==> config.mk <==
export PLATFORM = sky130hd
export DESIGN_NAME = fixpoint_stepper
export DESIGN_NICKNAME = d
export VERILOG_FILES = /design/src/rtl/fixpoint_stepper.sv
export SDC_FILE = /design/constraint.sdc
export NUM_CORES = 1
export LEC_CHECK = 0
export BUFFER_PORTS_ARGS = -buffer_cell sky130_fd_sc_hd__buf_2
export CORE_MARGIN = 1.5
export CORE_UTILIZATION = 35
export DETAILED_ROUTE_END_ITERATION = 10
export MAX_ROUTING_LAYER = met4
export SLEW_MARGIN = 15
export SYNTH_ARGS = -nofsm -noshare
export SYNTH_HDL_FRONTEND = slang
export SYNTH_SLANG_ARGS = --single-unit
==> constraint.sdc <==
create_clock -name clk -period 3.2 [get_ports clk]
set_input_delay 0.96 -clock clk [delete_from_list [all_inputs] [get_ports clk]]
set_output_delay 0.96 -clock clk [all_outputs]
set_load 0.02 [all_outputs]
==> src/rtl/fixpoint_stepper.sv <==
// fixpoint_stepper: steps a lock-masked saturating counter from a captured
// initial state until the state stops changing or a step bound is reached.
module fixpoint_stepper #(
    parameter int W  = 10,
    parameter int SW = 11
) (
    input  logic          clk,
    input  logic          rst_n,
    input  logic          start,
    input  logic [W-1:0]  init_state,
    input  logic [W-1:0]  lock_mask,
    input  logic          inc,
    input  logic [SW-1:0] max_steps,
    input  logic [W-1:0]  bad_state,
    output logic          busy,
    output logic          done,
    output logic          fixpoint,
    output logic          bug,
    output logic [SW-1:0] steps,
    output logic [W-1:0]  state_out
);

    typedef enum logic [1:0] {
        IDLE,
        RUN,
        DONE
    } fsm_t;

    fsm_t          fsm_q;
    fsm_t          fsm_nxt;

    logic [W-1:0]  s_q;
    logic [W-1:0]  lock_q;
    logic [W-1:0]  bad_q;
    logic          inc_q;
    logic [SW-1:0] max_q;
    logic [SW-1:0] cnt_q;
    logic          busy_q;
    logic          done_q;
    logic          fix_q;
    logic          bug_q;

    logic [W:0]    c;
    logic [W-1:0]  nxt;
    logic          is_fix;
    logic          at_bound;

    // Transition: ripple carry through unlocked bits, locked bits pass the
    // carry untouched; a carry out of the top means saturate in place.
    always_comb begin
        c    = '0;
        nxt  = s_q;
        c[0] = inc_q;
        for (int unsigned i = 0; i < W; i++) begin
            c[i+1] = c[i] & (s_q[i] | lock_q[i]);
            nxt[i] = s_q[i] ^ (c[i] & ~lock_q[i]);
        end
        if (c[W]) begin
            nxt = s_q;
        end
    end

    assign is_fix   = (nxt == s_q);
    assign at_bound = (cnt_q == max_q);

    // FSM state register.
    always_ff @(posedge clk or negedge rst_n) begin
        if (!rst_n) begin
            fsm_q <= IDLE;
        end else begin
            fsm_q <= fsm_nxt;
        end
    end

    // FSM next-state decode; fixpoint and bound both end the run.
    always_comb begin
        fsm_nxt = fsm_q;
        case (fsm_q)
            IDLE:    if (start) fsm_nxt = RUN;
            RUN:     if (is_fix || at_bound) fsm_nxt = DONE;
            DONE:    fsm_nxt = IDLE;
            default: fsm_nxt = IDLE;
        endcase
    end

    // Datapath: capture at start, step during RUN, latch result on DONE entry.
    always_ff @(posedge clk or negedge rst_n) begin
        if (!rst_n) begin
            s_q    <= '0;
            lock_q <= '0;
            bad_q  <= '0;
            inc_q  <= 1'b0;
            max_q  <= '0;
            cnt_q  <= '0;
            busy_q <= 1'b0;
            done_q <= 1'b0;
            fix_q  <= 1'b0;
            bug_q  <= 1'b0;
        end else begin
            busy_q <= (fsm_nxt == RUN);
            done_q <= (fsm_q == RUN) && (fsm_nxt == DONE);
            case (fsm_q)
                IDLE: begin
                    if (start) begin
                        s_q    <= init_state;
                        lock_q <= lock_mask;
                        bad_q  <= bad_state;
                        inc_q  <= inc;
                        max_q  <= max_steps;
                        cnt_q  <= '0;
                        fix_q  <= 1'b0;
                        bug_q  <= 1'b0;
                    end
                end
                RUN: begin
                    if (is_fix) begin
                        fix_q <= 1'b1;
                        bug_q <= (s_q == bad_q);
                    end else if (at_bound) begin
                        fix_q <= 1'b0;
                        bug_q <= (s_q == bad_q);
                    end else begin
                        s_q   <= nxt;
                        cnt_q <= cnt_q + 1'b1;
                    end
                end
                default: ;
            endcase
        end
    end

    assign busy      = busy_q;
    assign done      = done_q;
    assign fixpoint  = fix_q;
    assign bug       = bug_q;
    assign steps     = cnt_q;
    assign state_out = s_q;

endmodule

* Word level (Yosys, flattened, before mapping)
Cells that the tools add are included.
** Cells by class
- Add/sub/neg operators :: 1
- Equal/unequal tests :: 10
- Multiplexer cells :: 19
- Bitwise gates (word level) :: 50
- Reductions and logical operators :: 7
** Operator list (count)
- two-way mux 10 bit :: 4
- two-way mux 11 bit :: 3
- one-hot mux 11 bit (2 select lines) :: 1
- AND 1 bit :: 20
- == test 10 bit :: 2
- one-hot mux 10 bit (2 select lines) :: 1
- adder 11 x 1 -> 11 bit (second input constant) :: 1
- == test 11 bit :: 1
- NOT 1 bit :: 10
- OR 1 bit :: 10
- bitwise XOR 1 bit :: 10
- != test 2 bit (second input constant) :: 3
- two-way mux 1 bit :: 5
- == test 2 x 1 -> 1 bit (second input constant) :: 2
- two-way mux 2 bit :: 2
- one-hot mux 1 bit (2 select lines) :: 2
- one-hot mux 2 bit (2 select lines) :: 1
- AND reduction 4 bit :: 1
- != test 3 bit (second input constant) :: 1
- AND reduction 3 bit :: 1
- == test 2 bit (second input constant) :: 1
- logical NOT 2 bit :: 1
- AND reduction 2 bit :: 1
- nonzero test 2 bit :: 1
- other kinds (2) :: 2
** Word-level totals
- Register bits :: 59
- Input port bits :: 45
- Output and inout port bits :: 25
- Word-level logic and storage cells :: 98

* Depth between registers and ports, before layout
Gate-level depths: netlist of run 1.
- Depth after elaboration :: 19
- Mapped depth :: 6
- Depth with buffers taken out :: 5

* Worst setup path before layout of run 1
OpenSTA, ideal clock, no wires.
- Path type :: reg2reg
- Start :: register cnt_q[3], in the netlist steps[3]
- End :: register s_q[8], in the netlist state_out[8]
- Library setup time :: 104 ps
- Arrival time :: 1870 ps
- Required time :: 3096 ps
- Slack :: 1226 ps
- Cell stages (with the launch flop) :: 7
- Buffers on the path :: 1
- Period minus slack after synthesis :: 1974 ps
- Cells stage by stage :: dfrtp_1 xnor2_1 nand4_1 o41a_1 a21o_1 buf_2 a221oi_1
** On the way
- Longest elaborated chain between the ends :: 3
** RTL lines
- start, declared :: RTL line 37 : logic [SW-1:0] cnt_q;
- start signal, assigned :: RTL line 124 : cnt_q <= cnt_q + 1'b1;
- == test 11 bit :: RTL line 64 : assign at_bound = (cnt_q == max_q);
- != test 2 bit (no source line)
- AND reduction 4 bit (no source line)
- end signal, assigned :: RTL line 105 : s_q <= init_state;
- end signal, assigned :: RTL line 123 : s_q <= nxt;
- end, declared :: RTL line 32 : logic [W-1:0] s_q;
Every way passes these cells.
A chain may end at the register's enable or synchronous reset.

* Worst setup path in the final report of run 1
- Start :: register s_q[0], in the netlist state_out[0]
- End :: register s_q[5], in the netlist state_out[5]
** On the way
- Longest elaborated chain between the ends :: 16
- Elaborated cells on any way between the ends :: 37
- Those cells by class :: 2 x eq/ne; 4 x mux; 30 x bitwise; 1 x reduce/logical
** RTL lines
- OR 1 bit :: RTL line 55 : c[i+1] = c[i] & (s_q[i] | lock_q[i]);
- AND 1 bit (9 in series) :: RTL line 55
- AND 1 bit :: RTL line 56 : nxt[i] = s_q[i] ^ (c[i] & ~lock_q[i]);
- bitwise XOR 1 bit :: RTL line 56
- two-way mux 10 bit :: RTL line 58 : if (c[W]) begin
- == test 10 bit :: RTL line 63 : assign is_fix = (nxt == s_q);
- != test 2 bit (no source line)
- AND reduction 4 bit (no source line)
Parallel ways exist; a longest one is shown, timed or not. The select of a mux whose other input is x is not followed.

==> run metrics, run 1 <==
CTS Sinks 59; fraction of layout cells with a size suffix above 1 0.243; Netlist cell types 40; synthesized instance count 339; Final GP Congestion 0.848; final WL 7900 µm; net count after synthesis 385; # H-tree levels 3; antenna cell count 0; CP Class reg -> reg; leading area contributor after synthesis dfrtp_1; max cap viols 0; Net count, final 457; DR iter-0 viols 198; mux share of post-synthesis cell area 0.0203; area of the mapped netlist 2960 µm²; PostCTS Resize Cnt 0; slew of the pin with the lowest slew margin 631 ps; Pleak 1.74 nW; synth-to-layout area growth 22.9%; Tmin final 2300 ps; CTS clock-pin slew for the worst setup and hold paths 70 ps; CTS hold repair buffers 0; worst skew pair latency 340 ps; setup TNS 0 ps; RSZ-0062 raised after global routing false; Die Wd 95.0 µm; Tcrit/Tclk final 0.717; Die Ht 95.0 µm; count leader, synth nand2_1; initial antenna violation count 0; Async SR Flop Fraction 1.00; Synth top area share 0.499; Vias 2641; Post-Synth Simple-Gate Area 0.272; Slew HR 0.579; cell row count 33; largest family of logic cells by synthesized area simple AND/OR/NAND/NOR gates; crit path capture type flop; initial core utilization 0.360; postcts setup bufs 0; worst path required time 3430 ps; core footprint 8220 µm²; multi-input logic area 1420 µm²; fmax 0.436 GHz; Post-Synth Adder-Cell Area 0.00423; Crit Path Max Fanout 10; synth cell count leaders nand2_1, dfrtp_1, nor2_1; outcome finished clean; Tot GR Track Use 0.193; Pre-antenna DRT Iters 6; compound-gate portion of the synthesized area 0.120; Synth Register Bits 59; PD cells 977 nW/µm²; vias per inst 5.07; CTS buffer count 9; Post-synth EDFFs 0; grt ovf 0; CP Data Arrival Time 2520 ps; FF/Latch Area 1480 µm²; Clock Skew 11.5 ps; Hold WC Path Type reg -> reg; DP Wirelength 5470 µm; clock buffer depth 2; Fill cells 840; Port Buffers 69; Top-Level Pins 70; largest net degree at the start of global routing 60; startpoint class of the critical path flop; Main synth FF type dfrtp_1; Setup-failing EPs final 0; worst r2r path cells 5; area share of xor/xnor cells in the synthesized design 0.0621; Syn Area/Cell 8.73 µm²; WL per Instance 15.2 µm; final slew viol count 0; die area 9020 µm²; worst hold path depth 2; Final Hold Viols 0; top post-synthesis cells by area dfrtp_1, nand2_1, xnor2_1; vias in the first global route 2520; register area share after synthesis 0.499; Final Util 0.443; first-pass GRT wire length 12900 µm; Syn. warnings 0; CTS tree yes; Max VDD drop 346 µV; post-route DRC violation count 0; Final ANT Viol Nets 0; Root Buffer clkbuf_8
## metal layers
layer	global-route usage	vias to the layer above	share of wire
met4	0.0858	0	0.024
met1	0.273	1248	0.50
met2	0.262	69	0.43
met3	0.0427	14	0.046
met5	-	-	0
li1	-	1310	-
## kinds of logic (layout without fill, tap and decap cells)
kind of cell / count (synthesis) / after routing
adders and majority gates: 1 / 1
DFF: 59 / 59
buffers and inverters: 17 / 94
AOI/OAI and AO/OA: 49 / 49
and+or+nand+nor: 186 / 186
muxes: 6 / 6
xor gates and xnor gates: 21 / 21
## layout make-up
| class | instances | area share |
|---|---|---|
| Sequential cell | 59 | 0.406 |
| Multi-Input combinational cell | 263 | 0.390 |
| Timing Repair Buffer | 76 | 0.113 |
| Clock buffer | 11 | 0.0389 |
| Tap cell | 105 | 0.0361 |
| Clock inverter | 5 | 0.0144 |
| Inverter | 2 | 0.00206 |
## flip-flops by register name, indices dropped and copies added (netlist names)
signal / cells
lock_q: 10
busy: 1
fsm_q: 2
state_out: 10
inc_q: 1
fixpoint: 1
done: 1
bug: 1
max_q: 11
bad_q: 10
steps: 11
## cells in the final DEF, fill, tap and decap left out, types with 3 or more instances in the layout
cell,instances
nand2_1,113
buf_2,69
dfrtp_1,59
nor2_1,26
nor3_1,18
xnor2_1,16
clkbuf_8,10
a21oi_1,9
a221oi_1,9
mux2i_1,6
a31o_2,6
buf_4,6
o22ai_1,5
xor2_1,5
or4_1,5
nand4_1,4
or3_1,4
o21ai_0,4
o31ai_1,4
nor4_1,3
clkinv_2,3
## metrics by stage
step	hold slack, ps	setup WS (ps)	total power [mW]	instances	cell area [µm²]
after floorplan	465	1230	2.41	339	2960
after CTS	503	900	3.59	521	3640
after global placement	480	1040	2.85	505	3440
final	495	904	3.55	521	3640
after global routing	530	670	3.84	521	3640
after detailed placement	487	900	2.90	505	3440
## final timing paths
path                                                from                        to  slack, ps
worst max-delay path            state_out[0]$_DFFE_PN0P_  state_out[5]$_DFFE_PN0P_        900
worst min-delay path                bad_q[2]$_DFFE_PN0P_      bad_q[2]$_DFFE_PN0P_        490
worst min register to register      bad_q[2]$_DFFE_PN0P_      bad_q[2]$_DFFE_PN0P_        490
max in group asynchronous                          rst_n      bad_q[2]$_DFFE_PN0P_       2310
worst max register to register  state_out[0]$_DFFE_PN0P_  state_out[5]$_DFFE_PN0P_        900
min in group asynchronous                          rst_n     lock_q[3]$_DFFE_PN0P_        600
## report_power, final
part           internal, mW  switching (mW)
Clock                 0.377           0.298
Combinational         0.590           0.890
Sequential             1.06           0.344
## critical path, cell delays in order (launching register included)
cell      delay (ps)
dfrtp_1          440
o221ai_1         420
nor3_1           140
a21oi_2          420
nand2_1          380
a221oi_1         380
(Power assumes the default switching activity.)
==> run 2: changes to the inputs <==
- ABC_AREA: unset -> 1
- clock period: 3.2 -> 2.3 ns (I/O delays scaled with it)
==> run metrics, run 2 <==
PD cells 1290 nW/µm² (+32%); Final GP Congestion 0.919 (+8.3%); clock buffer depth 2 (unchanged); CTS clock-pin slew for the worst setup and hold paths 70 ps (about the same); Top-Level Pins 70 (unchanged); CP Class reg -> reg; CTS hold repair buffers 0 (unchanged); Synth Register Bits 59 (unchanged); CTS tree yes; CTS Sinks 59 (unchanged); die area 9860 µm² (+9.3%); most common cell after layout, fill and taps aside nand2_1; Vias 2935 (+11%); core footprint 8850 µm² (+7.7%); vias per inst 4.78 (-5.7%); Final ANT Viol Nets 0 (unchanged); postcts setup bufs 0 (unchanged); grt ovf 0 (unchanged); Max VDD drop 475 µV (+37%); max cap viols 0 (unchanged); register area share after synthesis 0.455 (-0.0437); outcome finished clean; most used cell, CP nor2_4; Clock Skew 9.15 ps (-2.36 ps); largest net degree at the start of global routing 60 (unchanged); # H-tree levels 3 (unchanged); Synth top area share 0.455 (-0.0437); DR iter-0 viols 146 (-26%); vias in the first global route 2926 (+16%); Net count, final 547 (+20%); RSZ-0062 raised after global routing false; commonest non-fill, non-tap cells in the layout nand2_1, buf_2, dfrtp_1; net count after synthesis 475 (+23%); Die Ht 99.3 µm (+4.5%); Async SR Flop Fraction 1.00 (unchanged); first-pass GRT wire length 14200 µm (+10%); final WL 8440 µm (+6.9%); fraction of layout cells with a size suffix above 1 0.204 (-0.0392); CTS buffer count 9 (unchanged); crit path capture type flop; setup TNS 0 ps (unchanged); initial antenna violation count 0 (unchanged); Final Hold Viols 0 (unchanged); CP Data Arrival Time 2330 ps (-190 ps); Pre-antenna DRT Iters 5 (-1); Tot GR Track Use 0.189 (-0.00420); final slew viol count 0 (unchanged); startpoint class of the critical path flop; Finished Layout Cells 614 (+18%); CP max stage delay 430 ps (about the same); count leader, synth nand2_1; synthesized instance count 429 (+27%); top post-synthesis cells by area dfrtp_1, nand2_1, nand3_1; worst skew pair latency 350 ps (about the same); Root Buffer clkbuf_8; Hold WC Path Type in -> async; area of the mapped netlist 3240 µm² (+9.6%); Syn Area/Cell 7.56 µm² (-13%); Netlist cell types 28 (-30%); placed cell count 598 (+18%); Tmin final 2040 ps (-251 ps); worst path cell trace inv_1, nor2_4, nand4_4, nor2_4, nand3_2, nor2_4, nand3_4, nand4_4, buf_4, nand3_1, nand2_1; Setup-failing EPs final 0 (unchanged); Slowest cell on crit path dfrtp_1; initial core utilization 0.367 (+0.00637); Port Buffers 69 (unchanged); worst path required time 2590 ps (-840 ps); Pleak 2.13 nW (+23%); fmax 0.489 GHz (+12%); Post-synth EDFFs 0 (unchanged); leading area contributor after synthesis dfrtp_1; PostCTS Resize Cnt 0 (unchanged); Main synth FF type dfrtp_1; slew of the pin with the lowest slew margin 400 ps (-231 ps); synth cell count leaders nand2_1, dfrtp_1, nand3_1; Tcrit/Tclk final 0.889 (+0.172); post-route DRC violation count 0 (unchanged); Slew HR 0.734 (+0.155); WL per Instance 13.8 µm (-9.3%); synth-to-layout area growth 20.7%; Crit Path Max Fanout 22 (+12); DP Wirelength 5890 µm (+7.6%); antenna cell count 0 (unchanged); Syn. warnings 0 (unchanged); cell row count 34 (+3.0%); Die Wd 99.3 µm (+4.5%)
-- run 2: cell count changes after synthesis, moves of 5 or more --
| cell | change |
|---|---|
| a21oi_1 | -5 |
| a221oi_1 | -8 |
| a31o_2 | -6 |
| inv_1 | +30 |
| mux2i_1 | -6 |
| nand2_1 | +63 |
| nand3_1 | +39 |
| nor3_1 | -9 |
| o21ai_0 | +6 |
| or4_1 | -5 |
| xnor2_1 | -11 |
| xor2_1 | +15 |
-- run 2: worst max-delay path: cells and delay by family, from the launching register on --
family        cells  cell delay [ps]
simple gates      9             1170
flops             1              430
buf+inv           2              390
-- run 2: area by class of cell --
type | instances | area, µm²
fillers | 945 | 4930
well taps | 108 | 135
clock inverters | 5 | 52.6
inverters | 33 | 124
flip-flops and latches | 59 | 1480
repair buffers | 78 | 438
clock buffers | 11 | 141
multi-input cells | 320 | 1550
-- run 2: worst paths after layout --
kind	startpoint	endpoint	slack, ps	cells after the start
max in group asynchronous	rst_n	max_q[1]$_DFFE_PN0P_	1680	2
min in group clk	bad_q[6]$_DFFE_PN0P_	bad_q[6]$_DFFE_PN0P_	500	2
hold reg to reg	bad_q[6]$_DFFE_PN0P_	bad_q[6]$_DFFE_PN0P_	500	2
setup / recovery	inc_q$_DFFE_PN0P_	steps[3]$_DFFE_PN0P_	260	11
hold / removal	rst_n	lock_q[1]$_DFFE_PN0P_	310	2
setup reg to reg	inc_q$_DFFE_PN0P_	steps[3]$_DFFE_PN0P_	260	11
-- run 2: layer usage --
metal | part of all wire | track usage | vias up
li1 | - | - | 1496
met1 | 0.48 | 0.245 | 1368
met2 | 0.47 | 0.293 | 61
met3 | 0.034 | 0.0379 | 10
met4 | 0.014 | 0.0715 | 0
met5 | 0 | - | -
-- run 2: metrics by stage --
stage / hold slack [ps] / power (mW) / instance area [µm²] / util / setup slack (ps)
after floorplan: 394 / 3.44 / 3240 / - / 434
after global placement: 482 / 4.09 / 3720 / 0.421 / 305
final: 309 / 5.05 / 3920 / 0.443 / 256
after CTS: 332 / 5.12 / 3920 / 0.443 / 241
after detailed placement: 488 / 4.14 / 3720 / 0.421 / 251
after global routing: 352 / 5.48 / 3920 / 0.443 / 49.3
-- run 2: where the power goes --
part	internal, mW	leakage [nW]	switching (mW)
sequential	1.46	0.749	0.347
combinational	0.786	1.28	1.51
clock	0.524	0.0991	0.426
-- run 2: cells by family after synthesis --
| kind of cell | Yosys count | share of synthesized area |
|---|---|---|
| buffers and inverters | 50 | 0.0671 |
| flip-flops | 59 | 0.455 |
| adder cells (fa/ha/maj) | 1 | 0.00386 |
| XOR/XNOR | 25 | 0.0675 |
| AND/OR/NAND/NOR | 272 | 0.366 |
| AO/OA/AOI/OAI | 22 | 0.0401 |
==> run 3: changes to the inputs <==
==> constraint.sdc (replaced) <==
create_clock -name clk -period 2.3 [get_ports clk]
set_input_delay 0.23 -clock clk [delete_from_list [all_inputs] [get_ports clk]]
set_output_delay 0.23 -clock clk [all_outputs]
set_load 0.02 [all_outputs]
==> run metrics, run 3 (synthesis gave the netlist of run 2 again) <==
crit path capture type flop; vias in the first global route 2839 (-3.0%); Top-Level Pins 70 (unchanged); Fill cells 921 (-2.5%); startpoint class of the critical path flop; final WL 8270 µm (-2.0%); clock buffer depth 2 (unchanged); vias per inst 4.75 (-0.60%); die area 9860 µm² (unchanged); outcome finished clean; Die Wd 99.3 µm (unchanged); initial antenna violation count 0 (unchanged); antenna cell count 0 (unchanged); DR iter-0 viols 181 (+24%); DP Wirelength 5940 µm (+0.81%); CTS clock-pin slew for the worst setup and hold paths 70 ps (about the same); RSZ-0062 raised after global routing false; Tcrit/Tclk final 0.904 (+0.0155); Pre-antenna DRT Iters 4 (-1); grt ovf 0 (unchanged); most common cell after layout, fill and taps aside nand2_1; CTS buffer count 9 (unchanged); Port Buffers 69 (unchanged); max cap viols 0 (unchanged); worst path required time 2590 ps (about the same); Slowest cell on crit path dfrtp_1; worst skew pair latency 350 ps (about the same); Buf/Inv on CP 2 (unchanged); Crit Path Max Fanout 13 (-41%); Final ANT Viol Nets 0 (unchanged); Net count, final 549 (+0.37%); largest net degree at the start of global routing 60 (unchanged); CP Class reg -> reg; slew of the pin with the lowest slew margin 537 ps (+138 ps); Hold WS 67.1 ps (-242 ps); PD cells 1280 nW/µm² (-0.45%); delay-heaviest family, CP simple AND/OR/NAND/NOR gates; most used cell, CP nor2_4; # H-tree levels 3 (unchanged); setup TNS 0 ps (unchanged); core footprint 8850 µm² (unchanged); cell row count 34 (unchanged); WL per Instance 13.4 µm (-2.3%); CTS tree yes; Final GP Congestion 1.00 (+9.2%); worst path cell trace inv_1, nor2_4, nand4_4, nor2_4, nand3_2, nor2_4, nand3_4, nand4_4, buf_4, nand3_1, nand2_1; initial core utilization 0.367 (unchanged); fmax 0.481 GHz (-1.7%); Pleak 2.13 nW (+0.21%); Die Ht 99.3 µm (unchanged); CP max stage delay 430 ps (about the same); commonest non-fill, non-tap cells in the layout nand2_1, buf_2, dfrtp_1; fraction of layout cells with a size suffix above 1 0.205 (+0.00117); Max VDD drop 365 µV (-23%); Tmin final 2080 ps (+35.7 ps); Clock Skew 10.7 ps (+1.58 ps); Slew HR 0.640 (-0.0930); Setup-failing EPs final 0 (unchanged); Tot GR Track Use 0.185 (-0.00438); post-route DRC violation count 0 (unchanged); Final Hold Viols 0 (unchanged); CP Data Arrival Time 2370 ps (+40 ps); first-pass GRT wire length 13900 µm (-2.4%); final slew viol count 0 (unchanged); CTS Sinks 59 (unchanged); Root Buffer clkbuf_8; Hold WC Path Type in -> reg; synth-to-layout area growth 21.2%; Vias 2927 (-0.27%)
## run 3: cell count changes in the layout (fill, tap and decap cells not counted)
cell,before,now
dlygate4sd3_1,0,1
buf_12,2,1
nand2_4,1,0
buf_4,7,9
nand2_8,0,1
## run 3: metal layers
metal	GRT usage	up-vias	routed length, µm	part of all wire
met1	0.248	1333	3960	0.48
met5	-	-	0	0
li1	-	1499	-	-
met2	0.277	80	3710	0.45
met4	0.0845	0	174	0.021
met3	0.0274	15	429	0.052
## run 3: power by group
part	internal, mW	switching [mW]	total (mW)
registers	1.46	0.353	1.81
clock network	0.524	0.428	0.952
logic	0.790	1.49	2.28
total	2.77	2.27	5.04
## run 3: worst min-delay path, stage by stage
cell and delay [ps]:
buf_2 70, nand2_1 40, nand2_1 40
## run 3: layout make-up
cell class,count,area (µm²),area share
clock buffer,11,141,0.0360
clock inverter,5,52.6,0.0134
inverter,33,124,0.0315
multi-input combinational,320,1560,0.397
sequential,59,1480,0.376
tap,108,135,0.0344
timing repair buffer,80,443,0.113
## run 3: metrics by stage
stage / std cells / util / power, mW / cell area [µm²] / setup WS (ps)
after floorplan: 429 / - / 3.44 / 3240 / 434
after global placement: 599 / 0.420 / 4.08 / 3720 / 278
after detailed placement: 599 / 0.420 / 4.11 / 3720 / 197
after CTS: 616 / 0.443 / 5.06 / 3920 / 185
after global routing: 616 / 0.444 / 5.48 / 3930 / 4.37
final: 616 / 0.444 / 5.04 / 3930 / 220
## run 3: repair_timing
item,CTS,global route
buffers inserted,0,0
hold endpoints to repair,59,0
hold buffers,1,0
resized for setup,0,1
endpoints found under the setup margin,0,3
## run 3: path summary, 6_finish.rpt
| path | start | end | slack [ps] | cells after the start |
|---|---|---|---|---|
| max | inc_q$_DFFE_PN0P_ | steps[6]$_DFFE_PN0P_ | 220 | 11 |
| min | max_steps[5] | max_q[5]$_DFFE_PN0P_ | 70 | 3 |
| max reg2reg | inc_q$_DFFE_PN0P_ | steps[6]$_DFFE_PN0P_ | 220 | 11 |
| min reg2reg | bad_q[4]$_DFFE_PN0P_ | bad_q[4]$_DFFE_PN0P_ | 500 | 2 |
| max in group asynchronous | rst_n | state_out[6]$_DFFE_PN0P_ | 1610 | 3 |
| min in group asynchronous | rst_n | lock_q[4]$_DFFE_PN0P_ | 420 | 3 |
